<file path="config.mk">
export PLATFORM = sky130hd
export DESIGN_NAME = cmd_cfg_mc
export DESIGN_NICKNAME = d
export VERILOG_FILES = /design/src/rtl/cmd_cfg_pkg.sv /design/src/rtl/cmd_cfg_regfile.sv /design/src/rtl/cmd_cfg_mc.sv
export SDC_FILE = /design/constraint.sdc
export NUM_CORES = 1
export LEC_CHECK = 0
export ABC_AREA = 1
export BUFFER_PORTS_ARGS = -buffer_cell sky130_fd_sc_hd__buf_2
export CORE_UTILIZATION = 31
export DETAILED_ROUTE_END_ITERATION = 8
export PLACE_DENSITY = 0.53
export SYNTH_ARGS = -nofsm -noshare
export SYNTH_HDL_FRONTEND = slang
export SYNTH_HIERARCHICAL = 1
export SYNTH_SLANG_ARGS = --single-unit
</file>
<file path="constraint.sdc">
create_clock -name clk -period 5.55 [get_ports clk]
set_input_delay 0 -clock clk [delete_from_list [all_inputs] [get_ports clk]]
set_output_delay 0 -clock clk [all_outputs]
set_load 0.05 [all_outputs]
</file>
<file path="src/rtl/cmd_cfg_pkg.sv">
// cmd_cfg_pkg: shared opcodes, response codes, register offsets and FSM
// states for the cmd_cfg_mc command/config unit.
package cmd_cfg_pkg;

    typedef enum logic [1:0] {
        OP_RD   = 2'b00,
        OP_WR   = 2'b01,
        OP_DUMP = 2'b10,
        OP_RSVD = 2'b11
    } opcode_e;

    localparam logic [7:0] ACK = 8'hA5;
    localparam logic [7:0] NAK = 8'hEE;

    // Register offsets relative to B = NUM_CH+1 (the first register after
    // the per-channel trigger configs).
    localparam int OFF_DEC  = 0;
    localparam int OFF_VIH  = 1;
    localparam int OFF_VIL  = 2;
    localparam int OFF_MH   = 3;
    localparam int OFF_ML   = 4;
    localparam int OFF_KH   = 5;
    localparam int OFF_KL   = 6;
    localparam int OFF_BH   = 7;
    localparam int OFF_BL   = 8;
    localparam int OFF_TPH  = 9;
    localparam int OFF_TPL  = 10;

    typedef enum logic [2:0] {
        S_IDLE,
        S_WAIT_SENT,
        S_DUMP_RD,
        S_DUMP_SEND,
        S_DUMP_WAIT
    } state_e;

endpackage

</file>
<file path="src/rtl/cmd_cfg_regfile.sv">
// cmd_cfg_regfile: trigger/config register storage, address decode, reset
// values and the capture-done sticky bit in trig_cfg[4].
module cmd_cfg_regfile
    import cmd_cfg_pkg::*;
#(
    parameter int NUM_CH = 5,
    parameter int ADDR_W = 9
) (
    input  logic                  clk,
    input  logic                  rst,
    input  logic                  wr_en,
    input  logic [5:0]            addr,
    input  logic [7:0]            wdata,
    input  logic                  set_capture_done,
    output logic [7:0]            rd_data,
    output logic                  unmapped,
    output logic [5:0]            trig_cfg,
    output logic [NUM_CH*5-1:0]   ch_trig_cfg,
    output logic [3:0]            decimator,
    output logic [7:0]            VIH,
    output logic [7:0]            VIL,
    output logic [7:0]            matchH,
    output logic [7:0]            matchL,
    output logic [7:0]            maskH,
    output logic [7:0]            maskL,
    output logic [7:0]            baud_cntH,
    output logic [7:0]            baud_cntL,
    output logic [ADDR_W-1:0]     trig_pos
);

    localparam int B = NUM_CH + 1;

    logic [5:0]              trig_cfg_q, trig_cfg_d;
    logic [NUM_CH-1:0][4:0]  ch_q, ch_d;
    logic [3:0]              dec_q, dec_d;
    logic [7:0]              vih_q, vih_d, vil_q, vil_d;
    logic [7:0]              mh_q, mh_d, ml_q, ml_d;
    logic [7:0]              kh_q, kh_d, kl_q, kl_d;
    logic [7:0]              bh_q, bh_d, bl_q, bl_d;
    logic [ADDR_W-1:0]       tp_q, tp_d;
    logic [15:0]             tp16, tp16_d;
    logic [31:0]             a;

    assign a    = {26'd0, addr};
    assign tp16 = 16'(tp_q);

    // Decode: read mux, unmapped flag and write-enables share one address match.
    always_comb begin
        rd_data    = '0;
        unmapped   = 1'b0;
        trig_cfg_d = trig_cfg_q;
        ch_d       = ch_q;
        dec_d      = dec_q;
        vih_d      = vih_q;
        vil_d      = vil_q;
        mh_d       = mh_q;
        ml_d       = ml_q;
        kh_d       = kh_q;
        kl_d       = kl_q;
        bh_d       = bh_q;
        bl_d       = bl_q;
        tp16_d     = tp16;
        if (a == 32'd0) begin
            rd_data = {2'b0, trig_cfg_q};
            if (wr_en) trig_cfg_d = wdata[5:0];
        end else if (a <= 32'(NUM_CH)) begin
            for (int n = 0; n < NUM_CH; n++) begin
                if (a == 32'(n + 1)) begin
                    rd_data = {3'b0, ch_q[n]};
                    if (wr_en) ch_d[n] = wdata[4:0];
                end
            end
        end else begin
            case (a - 32'(B))
                OFF_DEC: begin rd_data = {4'b0, dec_q}; if (wr_en) dec_d = wdata[3:0]; end
                OFF_VIH: begin rd_data = vih_q;         if (wr_en) vih_d = wdata;      end
                OFF_VIL: begin rd_data = vil_q;         if (wr_en) vil_d = wdata;      end
                OFF_MH:  begin rd_data = mh_q;          if (wr_en) mh_d  = wdata;      end
                OFF_ML:  begin rd_data = ml_q;          if (wr_en) ml_d  = wdata;      end
                OFF_KH:  begin rd_data = kh_q;          if (wr_en) kh_d  = wdata;      end
                OFF_KL:  begin rd_data = kl_q;          if (wr_en) kl_d  = wdata;      end
                OFF_BH:  begin rd_data = bh_q;          if (wr_en) bh_d  = wdata;      end
                OFF_BL:  begin rd_data = bl_q;          if (wr_en) bl_d  = wdata;      end
                OFF_TPH: begin rd_data = tp16[15:8];    if (wr_en) tp16_d[15:8] = wdata; end
                OFF_TPL: begin rd_data = tp16[7:0];     if (wr_en) tp16_d[7:0]  = wdata; end
                default: unmapped = 1'b1;
            endcase
        end
        // Capture-done is sticky: a same-cycle host write cannot clear it.
        trig_cfg_d[4] = trig_cfg_d[4] | set_capture_done;
        tp_d = tp16_d[ADDR_W-1:0];
    end

    // Register state with synchronous reset to the documented defaults.
    always_ff @(posedge clk) begin
        if (rst) begin
            trig_cfg_q <= '0;
            ch_q       <= '0;
            dec_q      <= '0;
            vih_q      <= 8'hAA;
            vil_q      <= 8'h55;
            mh_q       <= '0;
            ml_q       <= '0;
            kh_q       <= '0;
            kl_q       <= '0;
            bh_q       <= '0;
            bl_q       <= '0;
            tp_q       <= '0;
        end else begin
            trig_cfg_q <= trig_cfg_d;
            ch_q       <= ch_d;
            dec_q      <= dec_d;
            vih_q      <= vih_d;
            vil_q      <= vil_d;
            mh_q       <= mh_d;
            ml_q       <= ml_d;
            kh_q       <= kh_d;
            kl_q       <= kl_d;
            bh_q       <= bh_d;
            bl_q       <= bl_d;
            tp_q       <= tp_d;
        end
    end

    assign trig_cfg    = trig_cfg_q;
    assign ch_trig_cfg = ch_q;
    assign decimator   = dec_q;
    assign VIH         = vih_q;
    assign VIL         = vil_q;
    assign matchH      = mh_q;
    assign matchL      = ml_q;
    assign maskH       = kh_q;
    assign maskL       = kl_q;
    assign baud_cntH   = bh_q;
    assign baud_cntL   = bl_q;
    assign trig_pos    = tp_q;

endmodule

</file>
<file path="src/rtl/cmd_cfg_mc.sv">
// cmd_cfg_mc: host command decoder, one-byte responder and multi-channel
// RAM dumper. Optional macro CMD_CFG_DUMP_ABORT_EN lets an opcode-11
// command abort a running dump after the byte in flight.
module cmd_cfg_mc
    import cmd_cfg_pkg::*;
#(
    parameter int NUM_CH  = 5,
    parameter int ENTRIES = 384,
    parameter int ADDR_W  = $clog2(ENTRIES),
    parameter int DATA_W  = 8
) (
    input  logic                     clk,
    input  logic                     rst,
    input  logic [15:0]              cmd,
    input  logic                     cmd_rdy,
    output logic                     clr_cmd_rdy,
    output logic [7:0]               resp,
    output logic                     send_resp,
    input  logic                     resp_sent,
    input  logic                     set_capture_done,
    input  logic [ADDR_W-1:0]        waddr,
    input  logic [NUM_CH*DATA_W-1:0] rdata,
    output logic [ADDR_W-1:0]        addr_ptr,
    output logic [5:0]               trig_cfg,
    output logic [NUM_CH*5-1:0]      ch_trig_cfg,
    output logic [3:0]               decimator,
    output logic [7:0]               VIH,
    output logic [7:0]               VIL,
    output logic [7:0]               matchH,
    output logic [7:0]               matchL,
    output logic [7:0]               maskH,
    output logic [7:0]               maskL,
    output logic [7:0]               baud_cntH,
    output logic [7:0]               baud_cntL,
    output logic [ADDR_W-1:0]        trig_pos
);

    localparam logic [ADDR_W-1:0] LAST = ADDR_W'(ENTRIES - 1);

    state_e             state_q, state_d;
    logic [7:0]         resp_q, resp_d;
    logic               send_resp_q, send_resp_d;
    logic               clr_q, clr_d;
    logic [ADDR_W-1:0]  addr_ptr_q, addr_ptr_d;
    logic [ADDR_W-1:0]  count_q, count_d;
    logic [5:0]         ch_q, ch_d;
    logic               wr_en;
    logic [7:0]         rd_data;
    logic               unmapped;
    logic [DATA_W-1:0]  rbyte;
    opcode_e            op;
    logic [31:0]        cmd_addr;

    assign op       = opcode_e'(cmd[15:14]);
    assign cmd_addr = {26'd0, cmd[13:8]};

    cmd_cfg_regfile #(.NUM_CH(NUM_CH), .ADDR_W(ADDR_W)) u_regs (
        .clk              (clk),
        .rst              (rst),
        .wr_en            (wr_en),
        .addr             (cmd[13:8]),
        .wdata            (cmd[7:0]),
        .set_capture_done (set_capture_done),
        .rd_data          (rd_data),
        .unmapped         (unmapped),
        .trig_cfg         (trig_cfg),
        .ch_trig_cfg      (ch_trig_cfg),
        .decimator        (decimator),
        .VIH              (VIH),
        .VIL              (VIL),
        .matchH           (matchH),
        .matchL           (matchL),
        .maskH            (maskH),
        .maskL            (maskL),
        .baud_cntH        (baud_cntH),
        .baud_cntL        (baud_cntL),
        .trig_pos         (trig_pos)
    );

    // Pick the selected channel's byte out of the packed RAM read bus.
    always_comb begin
        rbyte = '0;
        for (int n = 0; n < NUM_CH; n++) begin
            if (ch_q == 6'(n + 1)) rbyte = rdata[n*DATA_W +: DATA_W];
        end
    end

    // Command FSM: next state, response byte and handshake pulses.
    always_comb begin
        state_d     = state_q;
        resp_d      = resp_q;
        send_resp_d = 1'b0;
        clr_d       = 1'b0;
        addr_ptr_d  = addr_ptr_q;
        count_d     = count_q;
        ch_d        = ch_q;
        wr_en       = 1'b0;
        case (state_q)
            S_IDLE: begin
                if (cmd_rdy) begin
                    clr_d       = 1'b1;
                    send_resp_d = 1'b1;
                    state_d     = S_WAIT_SENT;
                    case (op)
                        OP_RD: resp_d = unmapped ? NAK : rd_data;
                        OP_WR: begin
                            wr_en  = ~unmapped;
                            resp_d = unmapped ? NAK : ACK;
                        end
                        OP_DUMP: begin
                            if (cmd_addr != 32'd0 && cmd_addr <= 32'(NUM_CH)) begin
                                send_resp_d = 1'b0;
                                ch_d        = cmd[13:8];
                                addr_ptr_d  = waddr;
                                count_d     = '0;
                                state_d     = S_DUMP_RD;
                            end else begin
                                resp_d = NAK;
                            end
                        end
                        default: resp_d = NAK;
                    endcase
                end
            end
            S_WAIT_SENT: begin
                if (resp_sent) state_d = S_IDLE;
            end
            S_DUMP_RD: state_d = S_DUMP_SEND;
            S_DUMP_SEND: begin
                resp_d      = rbyte;
                send_resp_d = 1'b1;
                state_d     = S_DUMP_WAIT;
            end
            S_DUMP_WAIT: begin
                if (resp_sent) begin
                    if (count_q == LAST) begin
                        state_d = S_IDLE;
`ifdef CMD_CFG_DUMP_ABORT_EN
                    end else if (cmd_rdy && op == OP_RSVD) begin
                        clr_d       = 1'b1;
                        resp_d      = NAK;
                        send_resp_d = 1'b1;
                        state_d     = S_WAIT_SENT;
`endif
                    end else begin
                        count_d    = count_q + ADDR_W'(1);
                        addr_ptr_d = (addr_ptr_q == LAST) ? '0 : addr_ptr_q + ADDR_W'(1);
                        state_d    = S_DUMP_RD;
                    end
                end
            end
            default: state_d = S_IDLE;
        endcase
    end

    // FSM and datapath registers.
    always_ff @(posedge clk) begin
        if (rst) begin
            state_q     <= S_IDLE;
            resp_q      <= '0;
            send_resp_q <= 1'b0;
            clr_q       <= 1'b0;
            addr_ptr_q  <= '0;
            count_q     <= '0;
            ch_q        <= '0;
        end else begin
            state_q     <= state_d;
            resp_q      <= resp_d;
            send_resp_q <= send_resp_d;
            clr_q       <= clr_d;
            addr_ptr_q  <= addr_ptr_d;
            count_q     <= count_d;
            ch_q        <= ch_d;
        end
    end

    assign resp        = resp_q;
    assign send_resp   = send_resp_q;
    assign clr_cmd_rdy = clr_q;
    assign addr_ptr    = addr_ptr_q;

endmodule

</file>
==> results.json <==
{
  "synth_area_leaders": "dfxtp_1 38%, nand2_1 13%, a21oi_1 8.2%",
  "die_h_um": 160,
  "critical_path.max_stage_delay_ps": 730,
  "reg2reg_slack_ps": 3110,
  "grt_max_degree": 72,
  "cp_top_family": "simple AND/OR/NAND/NOR gates",
  "yosysMostFrequentCell": "nand2_1",
  "wirelength_um": 28600,
  "p_clk_frac": 0.485,
  "drtIter0Drc": 909,
  "htreeDepth": 4,
  "start_util": 0.317,
  "critPathMostFrequentCell": "nand2_1",
  "grt_pass1_vias": 7696,
  "finalHoldViolCount": 0,
  "path_clk_slew_ps": 60,
  "grt.total_usage": 0.222,
  "vdd_drop_max_mv": 0.171,
  "setup_violations": 0,
  "gp_routability_congestion": 0.918,
  "power_frac_seq": 0.410,
  "tightest_slew_ps": 940,
  "post-route-min-period_ps": 4030,
  "drt_pass1_iterations": 5,
  "nNetsFinal": 1426,
  "synth.distinct_cells": 38,
  "dp_slack_ps": 1220,
  "ys_async_sr_fraction": 0,
  "synth_edf_count": 0,
  "total_power_mw": 2.60,
  "critPathMaxFanout": 35,
  "status": "finished clean",
  "via_count": 8476,
  "rsz0062_at_grt": "no",
  "synth_top_cell_by_area": "dfxtp_1",
  "cts_buffer_depth": 2,
  "max_freq_mhz": 248,
  "fin_crit_sh": 0.726,
  "io_buffers": 196,
  "seq_area_frac_synth": 0.377,
  "tritoncts": "built",
  "syn_avg_cell_area_um2": 6.68,
  "setup_ws_ps": 1520,
  "drive_gt1_frac": 0.214,
  "critPathLaunchType": "input pin",
  "fill_cells": 2647,
  "swShare": 0.284,
  "crit_type": "in -> reg",
  "chipWidth_um": 160,
  "antenna_found_initial": 1,
  "via_per_inst": 5.01,
  "worst_ep_required_time_ps": 5840,
  "final-instance-count-excl-fill": 1691,
  "cts-root-buf": "clkbuf_16",
  "grt_pass1_wl_um": 44200,
  "p_int_mw": 1.86,
  "yosys_warnings": 6,
  "cp-end-kind": "register",
  "hpwl_um": 20900,
  "min-delay-path-class": "in -> reg",
  "relSlewSlack": 0.372,
  "route.detailed.drc": 0,
  "synth.top_cell.area_share": 0.377,
  "io_pins": 197,
  "synth_ff_type": "dfxtp_1",
  "syn_nets": 1227,
  "p_sw_mw": 0.737,
  "cap_violations": 0,
  "grt_overflow_total": 0,
  "leakage_nw": 4.39,
  "drv_slew": 0,
  "synth-seq-cells": 145,
  "cts_buffers": 17,
  "synthCells": 1154,
  "setup_tns_ps": 0,
  "num_rows": 57,
  "antenna_left": 0,
  "synthToLayoutAreaGrowth_pct": 27.4,
  "dp.cells": 1629,
  "syn_area_um2": 7700,
  "wl_per_cell_um": 16.9,
  "die-area_um2": 25500,
  "clock_latency_ps": 440,
  "skew_ps": 12.8,
  "cp_cell_sequence": "buf_2, ha_1, inv_1, nand2_1, nand2_1, nand2_2, nand2_4, inv_2, nand2_1, inv_2, nor2_1, nand4_1, nor2_1, nor2_1, nand3_1, nor2_4, buf_4, nand2_1, nand2_1, a21oi_1",
  "cp_num_buf_inv": 5,
  "coreArea_um2": 24300,
  "crit_arrival_ps": 4320,
  "yosys-top-cells-count": "262 x nand2_1, 145 x dfxtp_1, 126 x a21oi_1",
  "critPathSlowestCell": "nor2_4",
  "power_density_nw_per_um2": 265,
  "combPwrFrac": 0.105,
  "clock_sinks": 145
}
-- layout make-up --
| type | count | area (µm²) | share of cell area |
|---|---|---|---|
| antenna | 1 | 2.50 | 0.000255 |
| clock buffer | 17 | 425 | 0.0434 |
| clock inverter | 15 | 204 | 0.0208 |
| inverter | 134 | 508 | 0.0518 |
| multi-input combinational | 826 | 4060 | 0.414 |
| sequential | 145 | 2900 | 0.296 |
| tap | 324 | 405 | 0.0413 |
| timing repair buffer | 229 | 1300 | 0.133 |
-- power by group through the flow --
stage	clock network, mW	registers, mW	logic (mW)
floorplan	0	1.13	0.139
global placement	0	1.09	0.258
detailed placement	0	1.09	0.258
CTS	1.27	1.06	0.273
global route	1.32	1.07	0.300
finish	1.26	1.06	0.274
-- per-stage QoR --
stage / cell area [µm²] / hold WS, ps / util
after floorplan: 7700 / 143 / -
after global placement: 8890 / 283 / 0.366
after detailed placement: 8890 / 280 / 0.366
after CTS: 9810 / 2.47 / 0.403
after global routing: 9810 / 13.0 / 0.403
final: 9810 / 1.08 / 0.403
-- final timing paths --
check / startpoint / endpoint / depth (start not counted)
setup / recovery: cmd[10] / u_regs/maskL[5] / 20
hold / removal: cmd[8] / ch_q[0] / 3
setup reg to reg: state_q[1] / u_regs/maskL[5] / 7
hold reg to reg: u_regs/trig_pos[5] / u_regs/trig_pos[5] / 2
-- worst reg2reg max path, stage by stage (launching register included) --
cell and delay (ps):
dfxtp_1 350, nor2_4 150, nand2_2 130, nor2_4 750, buf_4 440, nand2_1 250, nand2_1 150, a21oi_1 70
-- what timing repair did --
| item | CTS | global route |
|---|---|---|
| endpoints found under the hold margin | 53 | 0 |
| gates resized for setup | 0 | 0 |
| hold buffers | 29 | 0 |
| buffers inserted | 0 | 0 |
-- placed cells by master (no fill, tap or decap), types with 13 or more instances in the layout --
cell type and n:
clkbuf_16 17, nor2_1 110, nand3_1 101, dlygate4sd3_1 29, buf_2 196, o21ai_0 74
dfxtp_1 145, nand2_1 262, a21oi_1 126, inv_1 121, nand4_1 57, o211ai_1 13
-- layer usage --
metal / track usage / up-vias / share of wire
met1: 0.314 / 3910 / 0.47
met4: 0.0577 / 0 / 0.012
li1: - / 4231 / -
met2: 0.348 / 313 / 0.45
met5: 0 / - / 0
met3: 0.0364 / 22 / 0.065
-- cell families after synthesis --
kind of cell / after synthesis / share of synthesized area
AO/OA/AOI/OAI: 228 / 0.155
XOR/XNOR: 4 / 0.00455
adder cells (fa/ha/maj): 3 / 0.00487
buffers and inverters: 183 / 0.0968
flip-flops: 145 / 0.377
AND/OR/NAND/NOR: 591 / 0.362
-- sequential cells by signal, indices dropped and copies added, names as in the netlist, 3 cells and up --
name / count
count_q: 9
u_regs/trig_cfg: 6
u_regs/VIH: 8
u_regs/matchL: 8
u_regs/decimator: 4
u_regs/ch_trig_cfg: 25
u_regs/baud_cntH: 8
ch_q: 6
state_q: 3
resp: 8
u_regs/matchH: 8
u_regs/maskL: 8
u_regs/maskH: 8
u_regs/baud_cntL: 8
addr_ptr: 9
u_regs/trig_pos: 9
u_regs/VIL: 8
Power figures use the tool's default switching activity.
